$ cat src/rtl/ex_mem_pipe.sv
// ex_mem_pipe: EX/MEM pipeline register with MUL/DIV result split, arithmetic
// exception detection, exception-hold FSM and EX forwarding.
module ex_mem_pipe #(
  parameter int DATA_W = 16,
  parameter int RA_W   = 4,
  parameter int PC_W   = 16
) (
  input  logic                clk,
  input  logic                rst_n,
  input  logic                ex_valid,
  input  logic [2:0]          ex_alu_func,
  input  logic [2*DATA_W-1:0] ex_alu_out,
  input  logic                ex_of_detect,
  input  logic                ex_div_zero,
  input  logic [RA_W-1:0]     ex_rd,
  input  logic                ex_reg_write,
  input  logic                ex_mem_read,
  input  logic                ex_mem_write,
  input  logic [DATA_W-1:0]   ex_store_data,
  input  logic [PC_W-1:0]     ex_pc,
  input  logic                stall_in,
  input  logic                flush_in,
  input  logic                exc_ack,
  output logic                mem_valid,
  output logic [DATA_W-1:0]   mem_result,
  output logic                mem_hi_write,
  output logic [DATA_W-1:0]   mem_hi_data,
  output logic [RA_W-1:0]     mem_rd,
  output logic                mem_reg_write,
  output logic                mem_mem_read,
  output logic                mem_mem_write,
  output logic [DATA_W-1:0]   mem_store_data,
  output logic                fwd_valid,
  output logic [RA_W-1:0]     fwd_rd,
  output logic [DATA_W-1:0]   fwd_data,
  output logic                kill_younger,
  output logic                exc_valid,
  output logic [PC_W-1:0]     exc_pc,
  output logic [1:0]          exc_cause
);
  typedef enum logic {RUN, HOLD} state_t;
  state_t state_q, state_d;
  logic valid_q, valid_d, reg_write_q, reg_write_d, mem_read_q, mem_read_d;
  logic mem_write_q, mem_write_d, hi_write_q, hi_write_d, kill_q, kill_d;
  logic exc_valid_q, exc_valid_d;
  logic [DATA_W-1:0] result_q, result_d, hi_data_q, hi_data_d, store_q, store_d;
  logic [RA_W-1:0] rd_q, rd_d;
  logic [PC_W-1:0] exc_pc_q, exc_pc_d;
  logic [1:0] cause_q, cause_d;
  logic muldiv, div0, add_of, sub_of, illegal, exc_hit, live;
  logic [1:0] exc_code;
  assign muldiv   = ex_alu_func[2:1] == 2'b10;
  assign div0     = ex_alu_func == 3'b101 && ex_div_zero;
  assign add_of   = ex_alu_func == 3'b000 && ex_of_detect;
  assign sub_of   = ex_alu_func == 3'b001 && ex_of_detect;
  assign illegal  = ex_alu_func[2:1] == 2'b11;
  assign exc_hit  = state_q == RUN && ex_valid && (div0 || add_of || sub_of || illegal);
  assign exc_code = div0 ? 2'b11 : add_of ? 2'b01 : sub_of ? 2'b10 : 2'b00;
  // In HOLD every capture is a bubble, as is the faulting instruction itself.
  assign live     = ex_valid && state_q == RUN && !exc_hit;
  always_comb begin
    state_d     = state_q;
    valid_d     = valid_q;
    reg_write_d = reg_write_q;
    mem_read_d  = mem_read_q;
    mem_write_d = mem_write_q;
    hi_write_d  = hi_write_q;
    result_d    = result_q;
    hi_data_d   = hi_data_q;
    store_d     = store_q;
    rd_d        = rd_q;
    exc_valid_d = exc_valid_q;
    exc_pc_d    = exc_pc_q;
    cause_d     = cause_q;
    kill_d      = 1'b0;
    if (flush_in) begin
      valid_d     = 1'b0;
      reg_write_d = 1'b0;
      mem_read_d  = 1'b0;
      mem_write_d = 1'b0;
      hi_write_d  = 1'b0;
    end else if (!stall_in) begin
      valid_d     = live;
      reg_write_d = live && ex_reg_write;
      mem_read_d  = live && ex_mem_read;
      mem_write_d = live && ex_mem_write;
      hi_write_d  = live && muldiv;
      result_d    = ex_alu_out[DATA_W-1:0];
      hi_data_d   = muldiv ? ex_alu_out[2*DATA_W-1:DATA_W] : '0;
      store_d     = ex_store_data;
      rd_d        = ex_rd;
      if (exc_hit) begin
        state_d     = HOLD;
        exc_valid_d = 1'b1;
        exc_pc_d    = ex_pc;
        cause_d     = exc_code;
        kill_d      = 1'b1;
      end else if (state_q == HOLD && exc_ack) begin
        state_d     = RUN;
        exc_valid_d = 1'b0;
      end
    end
  end
  always_ff @(posedge clk) begin
    if (!rst_n) begin
      state_q     <= RUN;
      valid_q     <= 1'b0;
      reg_write_q <= 1'b0;
      mem_read_q  <= 1'b0;
      mem_write_q <= 1'b0;
      hi_write_q  <= 1'b0;
      result_q    <= '0;
      hi_data_q   <= '0;
      store_q     <= '0;
      rd_q        <= '0;
      exc_valid_q <= 1'b0;
      exc_pc_q    <= '0;
      cause_q     <= '0;
      kill_q      <= 1'b0;
    end else begin
      state_q     <= state_d;
      valid_q     <= valid_d;
      reg_write_q <= reg_write_d;
      mem_read_q  <= mem_read_d;
      mem_write_q <= mem_write_d;
      hi_write_q  <= hi_write_d;
      result_q    <= result_d;
      hi_data_q   <= hi_data_d;
      store_q     <= store_d;
      rd_q        <= rd_d;
      exc_valid_q <= exc_valid_d;
      exc_pc_q    <= exc_pc_d;
      cause_q     <= cause_d;
      kill_q      <= kill_d;
    end
  end
  assign mem_valid      = valid_q;
  assign mem_result     = result_q;
  assign mem_hi_write   = hi_write_q;
  assign mem_hi_data    = hi_data_q;
  assign mem_rd         = rd_q;
  assign mem_reg_write  = reg_write_q;
  assign mem_mem_read   = mem_read_q;
  assign mem_mem_write  = mem_write_q;
  assign mem_store_data = store_q;
  assign fwd_valid      = valid_q && reg_write_q && !mem_read_q && rd_q != '0;
  assign fwd_rd         = rd_q;
  assign fwd_data       = result_q;
  assign kill_younger   = kill_q;
  assign exc_valid      = exc_valid_q;
  assign exc_pc         = exc_pc_q;
  assign exc_cause      = cause_q;
endmodule

$ cat config.mk
export PLATFORM = sky130hd
export DESIGN_NAME = ex_mem_pipe
export DESIGN_NICKNAME = d
export VERILOG_FILES = /design/src/rtl/ex_mem_pipe.sv
export SDC_FILE = /design/constraint.sdc
export NUM_CORES = 1
export LEC_CHECK = 0
export ABC_AREA = 1
export CAP_MARGIN = 20
export CORE_MARGIN = 4
export CORE_UTILIZATION = 35
export DETAILED_ROUTE_END_ITERATION = 12
export DONT_BUFFER_PORTS = 1
export SKIP_LAST_GASP = 1
export SYNTH_ARGS = -nofsm -noshare
export SYNTH_HDL_FRONTEND = slang
export SYNTH_SLANG_ARGS = --single-unit
$ cat constraint.sdc
create_clock -name clk -period 1.1 [get_ports clk]
set_input_delay 0.165 -clock clk [delete_from_list [all_inputs] [get_ports clk]]
set_output_delay 0.165 -clock clk [all_outputs]
set_load 0.05 [all_outputs]
==> out/qor.yml <==
sta:
  setup_tns_ps: -1000
  finalCriticalPeriod_ps: 1390
  tightest_slew_ps: 422
  max_freq_mhz: 717
  slew_headroom: 0.719
  rsz0062_at_grt: "true"
  worst_slack_ps: -294
  fin_crit_sh: 1.27
  finalClockSkew_ps: 7.15
  slew_viol_final: 0
  finalHoldViolations: 0
  setup_violations: 20
route:
  num_vias: 3099
  detail_route.vias_per_cell: 4.83
  drtAntennaViolNets: 0
  finalWirelength_um: 10000
  wl_per_cell_um: 15.6
  dr.pass1.iters: 4
  initialDrtViolationCount: 121
  drc: 0
critical_path:
  path_cells: "o41ai_4, inv_2"
  worstSetupPathType: "reg -> out"
  cp-start-kind: "flop"
  end_kind: "output port"
  slowest_stage: "dfxtp_4"
  critPathMaxStageDelay_ps: 360
  crit_arrival_ps: 1230
  cp_data_required_time_ps: 940
  path_max_fanout: 3
yosys:
  yosys.area.top_type: "dfxtp_1"
  syn_area_mm2: 0.00306
  synth_ff_type: "dfxtp_1"
  yosys-top-cells-count: "nor2_1, dfxtp_1, nand2_1"
  synth_cells: 389
  ys_top_cells_by_area: "dfxtp_1, nor2_1, nand2_1"
  synth.most_common_cell: "nor2_1"
  synth_edf_count: 0
  syn-num-nets: 471
  async_reset_ff_frac: 0
  yosysSeqAreaShare: 0.505
  netlist.area_leader.share: 0.505
  yosys_warnings: 0
  synth.avg_cell_area_um2: 7.85
  synth_cell_types: 25
  ys_ff_latch: 77
power:
  power_mw: 6.58
  pwr_density_cell_mw_per_mm2: 1280
  peakVddDrop_v: 0.000747
  p_leak_nw: 2.16
layout:
  drive_gt1_frac: 0.345
  diodes: 0
  layout.nets: 615
  areaGrowthSynthToFinish_pct: 68.0
  fill_cells: 665
grt:
  grt_overflow: 0
  grt_max_degree: 42
  antenna_found_initial: 0
  met1_usage: 0.196
  use_met2: 0.316
  grt_pass1_wl_um: 14400
  use_met3: 0.0599
  busiest_layer: "met2"
  track_usage: 0.178
  first_global_vias: 2939
floorplanning:
  start_util: 0.366
  die_w_um: 101
  fp.dieH_um: 101
  design.die.area_mm2: 0.0103
  core_mm2: 0.00834
  ios: 180
  rows: 33
status:
  status: "complete, but fails checks"
  violations: "setup timing"
placed_design:
  gp_congestion: 0.768
  io_buffers: 0
  hpwlAfterDp_um: 6120
clocking:
  cts_num_sinks: 77
  cts_max_level: 3
  cts_buffer_depth: 2
  clock-root-buffer: "clkbuf_8"
  clk_pin_slew_worst_paths_ps: 70
  insertion_delay_ps: 330
  cts_made_buffers: 9
  tritoncts: "built"
flow_run:
  drv_cap: 0
worst_hold_path:
  min_path_type: "in -> reg"
-- what timing repair did --
item,CTS,global route
setup endpoints to repair,42,62
hold buffers,53,21
hold endpoints to repair,75,36
pin swaps,0,6
buffers inserted,0,2
gates resized for setup,37,77
cloned,0,4
-- power breakdown --
group          switching (mW)  internal [mW]
clock network           0.960           1.05
registers              0.0933           2.90
logic                   0.961          0.610
-- cells in the final DEF (no fill, tap or decap), types with 4 or more instances in the layout --
| cell type | n |
|---|---|
| buf_12 | 22 |
| nor2_1 | 80 |
| buf_4 | 52 |
| nand2_2 | 9 |
| nand2_4 | 6 |
| dfxtp_2 | 23 |
| dfxtp_4 | 6 |
| dlygate4sd3_1 | 73 |
| a21oi_2 | 12 |
| dfxtp_1 | 48 |
| buf_6 | 22 |
| a21oi_1 | 29 |
| o21ai_0 | 31 |
| o21ai_1 | 5 |
| nand2_1 | 58 |
| inv_1 | 6 |
| inv_2 | 4 |
| nor2_2 | 4 |
| clkbuf_8 | 13 |
| nand3_1 | 18 |
-- path summary, 6_finish.rpt --
path,startpoint,endpoint,slack [ps],depth (start not counted)
max,fwd_rd[2],fwd_valid,-290,2
max reg2reg,exc_valid,exc_pc[15],-80,6
min,ex_alu_out[13],fwd_data[13],20,2
min reg2reg,mem_hi_write,mem_hi_write,460,2
-- through the flow --
step / cell area [µm²] / hold WS [ps] / cells / utilization / setup WS, ps
floorplan: 3090 / 294 / 389 / - / -22.3
global placement: 3710 / 297 / 547 / 0.444 / 52.1
detailed placement: 3710 / 307 / 547 / 0.444 / -5.83
CTS: 4570 / -70.2 / 615 / 0.548 / -307
global route: 5130 / 27.8 / 642 / 0.616 / -364
finish: 5130 / 19.3 / 642 / 0.616 / -294
-- metal layers --
layer	wire, µm	up-vias
met5	0	-
met4	148	0
met3	843	12
met2	5070	142
met1	3970	1427
li1	-	1518
-- logic make-up (layout without fill, tap and decap cells) --
| group | after synthesis | after routing | synth area share |
|---|---|---|---|
| compound gates | 78 | 78 | 0.141 |
| buf+inv | 52 | 200 | 0.0979 |
| flops | 77 | 77 | 0.505 |
| simple gates | 182 | 182 | 0.256 |
-- worst max-delay path: cells and delay by family, from the launching register on --
kind / cells / cell delay (ps)
buffers and inverters: 1 / 180
AOI/OAI and AO/OA: 1 / 350
DFF: 1 / 360
-- cell type report --
class / instances / area, µm² / share of cell area
multi-input combinational: 260 / 1290 / 0.251
clock buffer: 14 / 183 / 0.0356
tap: 105 / 131 / 0.0256
clock inverter: 1 / 5.00 / 0.000975
timing repair buffer: 174 / 1890 / 0.369
sequential: 77 / 1590 / 0.310
inverter: 11 / 41.3 / 0.00804
-- sequential cells by signal (all words and copies together) (netlist names) --
| register | flops |
|---|---|
| exc_cause | 2 |
| exc_pc | 16 |
| exc_valid | 1 |
| fwd_data | 16 |
| fwd_rd | 4 |
| kill_younger | 1 |
| mem_hi_data | 16 |
| mem_hi_write | 1 |
| mem_mem_read | 1 |
| mem_mem_write | 1 |
| mem_reg_write | 1 |
| mem_store_data | 16 |
| mem_valid | 1 |
(Power assumes the default switching activity.)
